===== src/rtl/afe_pkg.sv =====
// afe_pkg: shared constants, state encoding and the input bundle
// for the analog front-end emulator.
package afe_pkg;

    localparam int STEP_DIV_DEF    = 16;
    localparam int SETTLE_CYC_DEF  = 8;
    localparam int CONV_CYC_DEF    = 4;
    localparam int DC_GAIN_IR_DEF  = 12;
    localparam int DC_GAIN_RED_DEF = 8;
    localparam int COMP_LSB_DEF    = 2;
    localparam int AMBIENT_DEF     = 4;

    typedef enum logic {
        ST_SETTLE  = 1'b0,
        ST_CONVERT = 1'b1
    } afe_state_e;

    typedef struct packed {
        logic [3:0] drive;
        logic [6:0] dc_comp;
        logic       ir;
        logic       red;
        logic [3:0] gain;
    } afe_in_t;

    // Triangle over a 64-step beat: rises 0..31 then falls 31..0.
    function automatic logic [4:0] pulse_tri(input logic [5:0] idx);
        logic [5:0] t;
        t = idx[5] ? (6'd63 - idx) : idx;
        return t[4:0];
    endfunction

endpackage


===== src/rtl/afe_pulse_gen.sv =====
// afe_pulse_gen: heartbeat index generator; one index step every
// STEP_DIV clocks, triangle-shaped pulse amplitude out.
module afe_pulse_gen
    import afe_pkg::*;
#(
    parameter int STEP_DIV = STEP_DIV_DEF
) (
    input  logic       clk_i,
    input  logic       rst_ni,
    output logic [5:0] idx_o,
    output logic [4:0] pulse_o
);

    localparam int PW = (STEP_DIV > 1) ? $clog2(STEP_DIV) : 1;

    logic [PW-1:0] presc_q;
    logic [5:0]    idx_q;

    // Free-running prescaler; the beat index advances on each wrap.
    always_ff @(posedge clk_i or negedge rst_ni) begin
        if (!rst_ni) begin
            presc_q <= '0;
            idx_q   <= '0;
        end else if (presc_q == PW'(STEP_DIV - 1)) begin
            presc_q <= '0;
            idx_q   <= idx_q + 6'd1;
        end else begin
            presc_q <= presc_q + PW'(1);
        end
    end

    assign idx_o   = idx_q;
    assign pulse_o = pulse_tri(idx_q);

endmodule


===== src/rtl/afe_emulator.sv =====
// afe_emulator: photodiode + DC-comp DAC + PGA + 8-bit ADC model
// returning a synthetic heartbeat to the Controller.
module afe_emulator
    import afe_pkg::*;
#(
    parameter int STEP_DIV    = STEP_DIV_DEF,
    parameter int SETTLE_CYC  = SETTLE_CYC_DEF,
    parameter int CONV_CYC    = CONV_CYC_DEF,
    parameter int DC_GAIN_IR  = DC_GAIN_IR_DEF,
    parameter int DC_GAIN_RED = DC_GAIN_RED_DEF,
    parameter int COMP_LSB    = COMP_LSB_DEF,
    parameter int AMBIENT     = AMBIENT_DEF
) (
    input  logic       CLK,
    input  logic       rst_n,
    input  logic [3:0] LED_DRIVE,
    input  logic [6:0] DC_Comp,
    input  logic       LED_IR,
    input  logic       LED_RED,
    input  logic [3:0] PGA_Gain,
    output logic [7:0] ADC,
    output logic       ADC_valid,
    output logic       Fault,
    output logic [5:0] Pulse_idx
);

    localparam int CMAX = (SETTLE_CYC > CONV_CYC) ? SETTLE_CYC : CONV_CYC;
    localparam int CW   = $clog2(CMAX) + 1;

    afe_in_t    live;
    afe_in_t    snap_q;
    afe_state_e state_q;
    logic [CW-1:0] cnt_q;
    logic [4:0] pulse_hold_q;
    logic [7:0] adc_q;
    logic       adc_valid_q;

    logic [4:0] pulse;

    logic [9:0]  drv;
    logic [9:0]  pls;
    logic [9:0]  prod;
    logic [9:0]  photo;
    logic [9:0]  comp;
    logic [9:0]  diff;
    logic [13:0] gain;
    logic [13:0] amp;
    logic [7:0]  adc_d;

    assign live = {LED_DRIVE, DC_Comp, LED_IR, LED_RED, PGA_Gain};

    afe_pulse_gen #(
        .STEP_DIV (STEP_DIV)
    ) u_pulse (
        .clk_i   (CLK),
        .rst_ni  (rst_n),
        .idx_o   (Pulse_idx),
        .pulse_o (pulse)
    );

    // Photocurrent, DC compensation, PGA and ADC clip from the snapshot.
    always_comb begin
        drv  = {6'd0, snap_q.drive};
        pls  = {5'd0, pulse_hold_q};
        prod = pls * drv;
        photo = 10'(AMBIENT);
        if (snap_q.ir && !snap_q.red) begin
            photo = 10'(AMBIENT) + drv * 10'(DC_GAIN_IR) + (prod >> 2);
        end else if (snap_q.red && !snap_q.ir) begin
            photo = 10'(AMBIENT) + drv * 10'(DC_GAIN_RED) + (prod >> 3);
        end
        comp = {3'd0, snap_q.dc_comp} * 10'(COMP_LSB);
        diff = (photo > comp) ? (photo - comp) : 10'd0;
        gain = {10'd0, snap_q.gain} + 14'd1;
        amp  = {4'd0, diff} * gain;
        if (snap_q.ir && snap_q.red) begin
            adc_d = 8'hFF;
        end else if (amp > 14'd255) begin
            adc_d = 8'hFF;
        end else begin
            adc_d = amp[7:0];
        end
    end

    // Settle/convert sequencer; any input change restarts settling.
    always_ff @(posedge CLK or negedge rst_n) begin
        if (!rst_n) begin
            snap_q       <= '0;
            state_q      <= ST_SETTLE;
            cnt_q        <= '0;
            pulse_hold_q <= '0;
            adc_q        <= '0;
            adc_valid_q  <= 1'b0;
        end else begin
            adc_valid_q <= 1'b0;
            if (live != snap_q) begin
                snap_q  <= live;
                state_q <= ST_SETTLE;
                cnt_q   <= '0;
            end else begin
                unique case (state_q)
                    ST_SETTLE: begin
                        if (cnt_q == CW'(SETTLE_CYC - 1)) begin
                            pulse_hold_q <= pulse;
                            state_q      <= ST_CONVERT;
                            cnt_q        <= '0;
                        end else begin
                            cnt_q <= cnt_q + CW'(1);
                        end
                    end
                    ST_CONVERT: begin
                        if (cnt_q == CW'(CONV_CYC - 1)) begin
                            adc_q       <= adc_d;
                            adc_valid_q <= 1'b1;
                            cnt_q       <= '0;
                        end else begin
                            cnt_q <= cnt_q + CW'(1);
                        end
                    end
                endcase
            end
        end
    end

    assign ADC       = adc_q;
    assign ADC_valid = adc_valid_q;
    assign Fault     = snap_q.ir & snap_q.red;

endmodule


===== config.mk =====
export PLATFORM = sky130hd
export DESIGN_NAME = afe_emulator
export DESIGN_NICKNAME = d
export VERILOG_FILES = /design/src/rtl/afe_pkg.sv /design/src/rtl/afe_pulse_gen.sv /design/src/rtl/afe_emulator.sv
export SDC_FILE = /design/constraint.sdc
export NUM_CORES = 1
export LEC_CHECK = 0
export ABC_AREA = 1
export CORE_AREA = 5 5 115 117
export DETAILED_ROUTE_END_ITERATION = 6
export DIE_AREA = 0 0 120 122
export DONT_BUFFER_PORTS = 1
export PLACE_DENSITY = 0.56
export SYNTH_ARGS = -nofsm -noshare
export SYNTH_HDL_FRONTEND = slang
export SYNTH_HIERARCHICAL = 1
export SYNTH_SLANG_ARGS = --single-unit
export TNS_END_PERCENT = 30

===== constraint.sdc =====
create_clock -name CLK -period 9.8 [get_ports CLK]
set_input_delay 1.96 -clock CLK [delete_from_list [all_inputs] [get_ports CLK]]
set_output_delay 1.96 -clock CLK [all_outputs]
set_load 0.1 [all_outputs]

### Word-level counts from Yosys, hierarchy flattened

Index checks and enable logic that the tools add are counted.

| cells by class | value |
|---|---|
| $add $sub $neg | 10 |
| reductions and logical operators | 7 |
| equality and inequality tests | 4 |
| bitwise logic cells | 3 |
| muxes and demuxes | 17 |
| multipliers | 3 |
| order comparisons | 2 |

Operators by type and width:

| cell | number |
|---|---|
| $mux 10 | 2 |
| $ne 17x17->1 | 1 |
| $mux 4 | 4 |
| $mux 8 | 2 |
| $gt 14x8->1 const B | 1 |
| $mul 10x5->14 | 1 |
| $add 9x7->10 | 1 |
| $gt 10x8->1 | 1 |
| $sub 10x8->10 | 1 |
| $add 3x8->9 const A | 1 |
| $add 8x6->9 | 1 |
| $mul 5x4->9 | 1 |
| $mux 9 | 1 |
| $add 3x7->8 const A | 1 |
| $add 4x1->4 const B | 2 |
| $pmux 4 s2 | 1 |
| $add 6x1->6 const B | 1 |
| $mul 4x2->6 const B | 1 |
| $mux 1 | 6 |
| $reduce_and 3->1 | 2 |
| $add 4x1->5 const B | 1 |
| $mux 5 | 1 |
| $sub 5x5->5 const A | 1 |
| $eq 4x2->1 const B | 1 |
| 6 further kinds | 10 |

| word-level totals | value |
|---|---|
| logic and storage cells | 58 |
| input port bits | 19 |
| output and inout port bits | 16 |
| register bits after elaboration | 46 |

### Depth between registers and ports, before layout

| depth | value |
|---|---|
| depth in word-level cells | 10 |
| depth in mapped cells | 56 |

### Cells and area by module

The synthesis kept the hierarchy.

Modules (own cells, without submodules):

| module | seq. area each (µm²) | times used | cells each | area each (µm²) |
|---|---|---|---|---|
| afe_emulator | 900.9 | 1 | 651 | 4729.5 |
| afe_pulse_gen | 250.2 | 1 | 58 | 526.8 |

### Least setup slack after synthesis

No wires, ideal clock.

| timing path | value |
|---|---|
| path kind | register to register |
| start | register snap_q (netlist bit drv[2]) |
| end | register adc_q[0], in the netlist ADC[0] |
| data required time | 9.679 ns |
| setup time | 0.121 ns |
| stages on the path, launching flop included | 48 |
| path buffers | 1 |
| slack | 1.528 ns |
| arrival time | 8.151 ns |
| clock period less this slack | 8.272 ns |
| cell sequence | dfrtp_1 > buf_2 > nand2_1 > inv_1 > fa_1 > fa_1 > ha_1 > a21o_1 > a31oi_1 > inv_1 > nand2_1 > nand2_1 > a21oi_1 > xnor2_1 > ha_1 > ha_1 > nand2_1 > nand2_1 > [... 12 more ...] > or2_1 > nor2_1 > fa_1 > fa_1 > inv_1 > fa_1 > inv_1 > ha_1 > nand2_1 > inv_1 > a21oi_1 > nand2_1 > a21oi_1 > xor2_1 > nor2_1 > nand3_2 > nor2_1 > nor2_1 |

| between the ends | value |
|---|---|
| cells in the longest elaborated chain, start to end | 10 |
| elaborated cells on any way between the ends | 18 |

Ends and longest elaborated chain:

| element | line | source |
|---|---|---|
| from (decl) | afe_emulator.sv:31 | `afe_in_t snap_q;` |
| from (signal assigned) | afe_emulator.sv:97 | `snap_q <= live;` |
| $mul 4x2->6, or another cell as far along | afe_emulator.sv:68 | `photo = 10'(AMBIENT) + drv * 10'(DC_GAIN_IR) + (prod >> 2);` |
| $add 3x8->9 / $add 8x6->9 (equally long branches) | afe_emulator.sv:68, afe_emulator.sv:70 |  |
| $add 9x7->10 / $mux 9 (equally long branches) | afe_emulator.sv:68, afe_emulator.sv:69 |  |
| $mux 10 | afe_emulator.sv:67 | `if (snap_q.ir && !snap_q.red) begin` |
| $sub 10x8->10 / $gt 10x8->1 (equally long branches) | afe_emulator.sv:73 | `diff = (photo > comp) ? (photo - comp) : 10'd0;` |
| $mux 10 | afe_emulator.sv:73 |  |
| $mul 10x5->14 | afe_emulator.sv:75 | `amp = {4'd0, diff} * gain;` |
| $gt 14x8->1 | afe_emulator.sv:78 | `end else if (amp > 14'd255) begin` |
| $mux 8 | afe_emulator.sv:78 |  |
| $mux 8 | afe_emulator.sv:76 | `if (snap_q.ir && snap_q.red) begin` |
| to (signal assigned) | afe_emulator.sv:92 | `adc_q <= '0;` |
| to (signal assigned) | afe_emulator.sv:113 | `adc_q <= adc_d;` |
| to (decl) | afe_emulator.sv:35 | `logic [7:0] adc_q;` |

Parallel ways exist; a longest one is shown, timed or not.
A chain may end at the register's enable or synchronous reset.

### Worst setup path in the final report

| timing path | value |
|---|---|
| start | register snap_q (netlist bit drv[3]) |
| end | register adc_q[3], in the netlist ADC[3] |

The elaborated chain is that of the path after synthesis.

==> results.tsv <==
stage	metric	value	unit
status	outcome	complete, no violations	
grt	pin count of the biggest net entering global routing	47	
layout	n_diodes	0	
layout	Layout Nets	815	
sta	Final WS setup	0.766	ns
synthesis	syn_area_per_cell	7.41	sq um
grt	GRT met2 Usage	29.0	%
synthesis	Ys Warns	6	
sta	Slew Limit Fails	0	
worst_hold_path	HP Class	flop to flop	
sta	Relative slew margins	23.0	%
grt	grt total ovfl	0	
placed_design	dpl ws	0.583	ns
drt	ANT nets after route	0	
pwr	Leak	3.16	nW
sta	Max Fclk	0.111	GHz
synthesis	Mapped Area	5260	sq um
worst_setup_path	Crit. End Element	flop	
sta	clock skew	0.00410	ns
cts	CTS clk-pin slew, worst paths	0.07	ns
synthesis	synthesized net count	825	
drt	final WL	11.1	mm
layout	synthesis-to-finish area growth	5.95	%
cts	Clock Path Buffers	2	
sta	worst slew pin tran	1.16	ns
synthesis	Seq/Total Area, Yosys	21.9	%
placed_design	gpl congestion	0.880	
grt	GRT met1 Usage	20.6	%
synthesis	instance count of the mapped netlist	709	
run	number of max-cap violations	0	
cts	Hold Buf Count CTS	0	
cts	CTS tree	built	
placed_design	PortBufs	0	
drt	Routed wire per std cell	13.1	microns
cts	H-Tree Depth	2	
sta	setup TNS	0	ns
floorplanning	initial cell density of the core	42.9	%
drt	Starting DRT DRC Count	185	
synthesis	post-synthesis cell type count	35	
floorplanning	IO Pins	35	
worst_setup_path	Arr. time, crit path	9.22	ns
grt	Most Used Layer, Global Route	met2	
placed_design	placed wire-length estimate	9.36	mm
cts	Sinks on Clock Net	46	
worst_setup_path	Setup crit start kind	flop	
grt	met3 Use GR	2.97	%
grt	vias in the first global route	4335	
drt	DRC viols	0	
sta	Fin. Hold Viols	0	
drt	Avg Vias per Cell	4.97	
layout	commonest cells after routing, fill and taps aside	nand2_1 (146), inv_1 (140), nor2_1 (94)	
cts	Root Driver	clkbuf_16	
synthesis	FF+latch count, synth	46	
worst_setup_path	worst-path fanout max	11	
floorplanning	core outline area	12300	sq um
worst_setup_path	CP peak stage delay	0.56	ns
worst_setup_path	Setup CP Type	flop to flop	
worst_setup_path	WP data required	9.98	ns
cts	clock latency on the worst-skew pair	0.29	ns
grt	antenna violations before repair	0	
sta	Tcrit/Tclk final	92.2	%
grt	GRT Total Usage	16.3	%
drt	routed vias	4227	
worst_setup_path	slowest cell on the critical path	fa_1	
floorplanning	Die Y	122	microns
floorplanning	Row Count	41	
sta	final worst path period need	9.03	ns
floorplanning	die width	120	microns
floorplanning	Die ar.	14600	sq um
worst_setup_path	Worst path most repeated cell	nand2_1	
layout	layout cells sized above 1	5.29	%
grt	first-pass GRT wire length	19.7	mm
cts	CTS Buf Count	5	
sta	Final setup viols	0	
pwr	VDD IR max	0.000105	V
pwr	P per Cell Area	94.4	nW/um^2
sta	RSZ-0062 raised after global routing	false	
drt	DR pass1 iterations	6	
layout	commonest non-fill, non-tap cell in the layout	nand2_1	
-- through the flow --
| step | hold WS [ns] | utilization, % | instance area [sq um] | instances | power (mW) |
|---|---|---|---|---|---|
| floorplan | 0.440 | - | 5260 | 709 | 0.320 |
| global placement | 0.469 | 43.6 | 5350 | 837 | 0.347 |
| detailed placement | 0.481 | 43.6 | 5350 | 837 | 0.349 |
| CTS | 0.491 | 44.9 | 5500 | 845 | 0.532 |
| global route | 0.514 | 45.4 | 5570 | 850 | 0.565 |
| finish | 0.488 | 45.4 | 5570 | 850 | 0.526 |
-- repair_timing --
| action | CTS | global route |
|---|---|---|
| endpoints found under the setup margin | 0 | 8 |
| setup buffers | 0 | 5 |
| hold endpoints to repair | 0 | 0 |
| gates resized for setup | 0 | 8 |
-- cells by family after synthesis --
kind of cell | count (synthesis) | share of synthesized area (%)
AO/OA/AOI/OAI | 53 | 5.55
AND/OR/NAND/NOR | 304 | 25.4
buffers and inverters | 165 | 12.0
adder cells (fa/ha/maj) | 97 | 27.8
XOR/XNOR | 44 | 7.33
flip-flops | 46 | 21.9
-- sequential cells by signal, summed over array words and instances, names as in the netlist --
| name | cells |
|---|---|
| state_q | 1 |
| drv | 4 |
| pulse_hold_q | 5 |
| ADC_valid | 1 |
| snap_q | 13 |
| u_pulse/idx_o | 6 |
| u_pulse/presc_q | 4 |
| cnt_q | 4 |
| ADC | 8 |
-- worst paths after layout --
check	startpoint	endpoint	slack, ns	cells after the start
min in group asynchronous	rst_n	pulse_hold_q[4]$_DFFE_PN0P_	1.36	0
hold / removal	cnt_q[0]$_DFF_PN0_	cnt_q[0]$_DFF_PN0_	0.49	1
max in group asynchronous	rst_n	ADC[7]$_DFFE_PN0P_	8.35	0
setup reg to reg	drv[3]$_DFFE_PN0N_	ADC[3]$_DFFE_PN0P_	0.77	49
hold reg to reg	cnt_q[0]$_DFF_PN0_	cnt_q[0]$_DFF_PN0_	0.49	1
setup / recovery	drv[3]$_DFFE_PN0N_	ADC[3]$_DFFE_PN0P_	0.77	49
-- Yosys cell counts (all sizes together) --
| cell type | n | area share (%) |
|---|---|---|
| nand4 | 8 | 0.95 |
| or2 | 4 | 0.48 |
| nor3 | 4 | 0.57 |
| nand2b | 1 | 0.12 |
| fa | 33 | 13 |
| nor4 | 4 | 1.0 |
| nand2 | 146 | 10 |
| o21ai | 18 | 1.7 |
| o21bai | 1 | 0.14 |
| o31ai | 2 | 0.29 |
| xnor2 | 15 | 2.5 |
| nor3b | 1 | 0.14 |
| a31oi | 5 | 0.60 |
| a21oi | 23 | 2.2 |
| nand3 | 38 | 4.2 |
| clkbuf | 18 | 1.3 |
| dfrtp | 46 | 22 |
| o21ba | 1 | 0.19 |
| inv | 142 | 10 |
| nor2 | 98 | 7.5 |
| buf | 5 | 0.60 |
| ha | 64 | 15 |
| a21o | 3 | 0.43 |
| xor2 | 29 | 4.8 |
-- report_power, final --
group,total [mW],internal [mW],switching (mW)
registers,0.199,0.193,0.00598
clock network,0.177,0.0974,0.0800
logic,0.149,0.0547,0.0944
-- area by class of cell --
cell class | instances | area [sq um]
fillers | 1242 | 6690
repair buffers | 6 | 45.0
well taps | 150 | 188
clock inverters | 3 | 26.3
multi-input cells | 498 | 3500
flip-flops and latches | 46 | 1150
inverters | 142 | 533
clock buffers | 5 | 125
-- critical path: cells and delay by family (launching register included) --
| family | cells | cell delay, ns |
|---|---|---|
| simple gates | 24 | 2.34 |
| xor+xnor | 1 | 0.18 |
| compound gates | 6 | 1.10 |
| fa+ha+maj | 10 | 4.29 |
| buf+inv | 8 | 0.53 |
| flops | 1 | 0.49 |
-- layer usage --
metal / vias to the layer above / wire, microns
met5: - / 0
met4: 0 / 124
met3: 12 / 458
met2: 58 / 5470
met1: 2013 / 5080
li1: 2144 / -
Note: power is estimated with default switching activity, not from simulation.
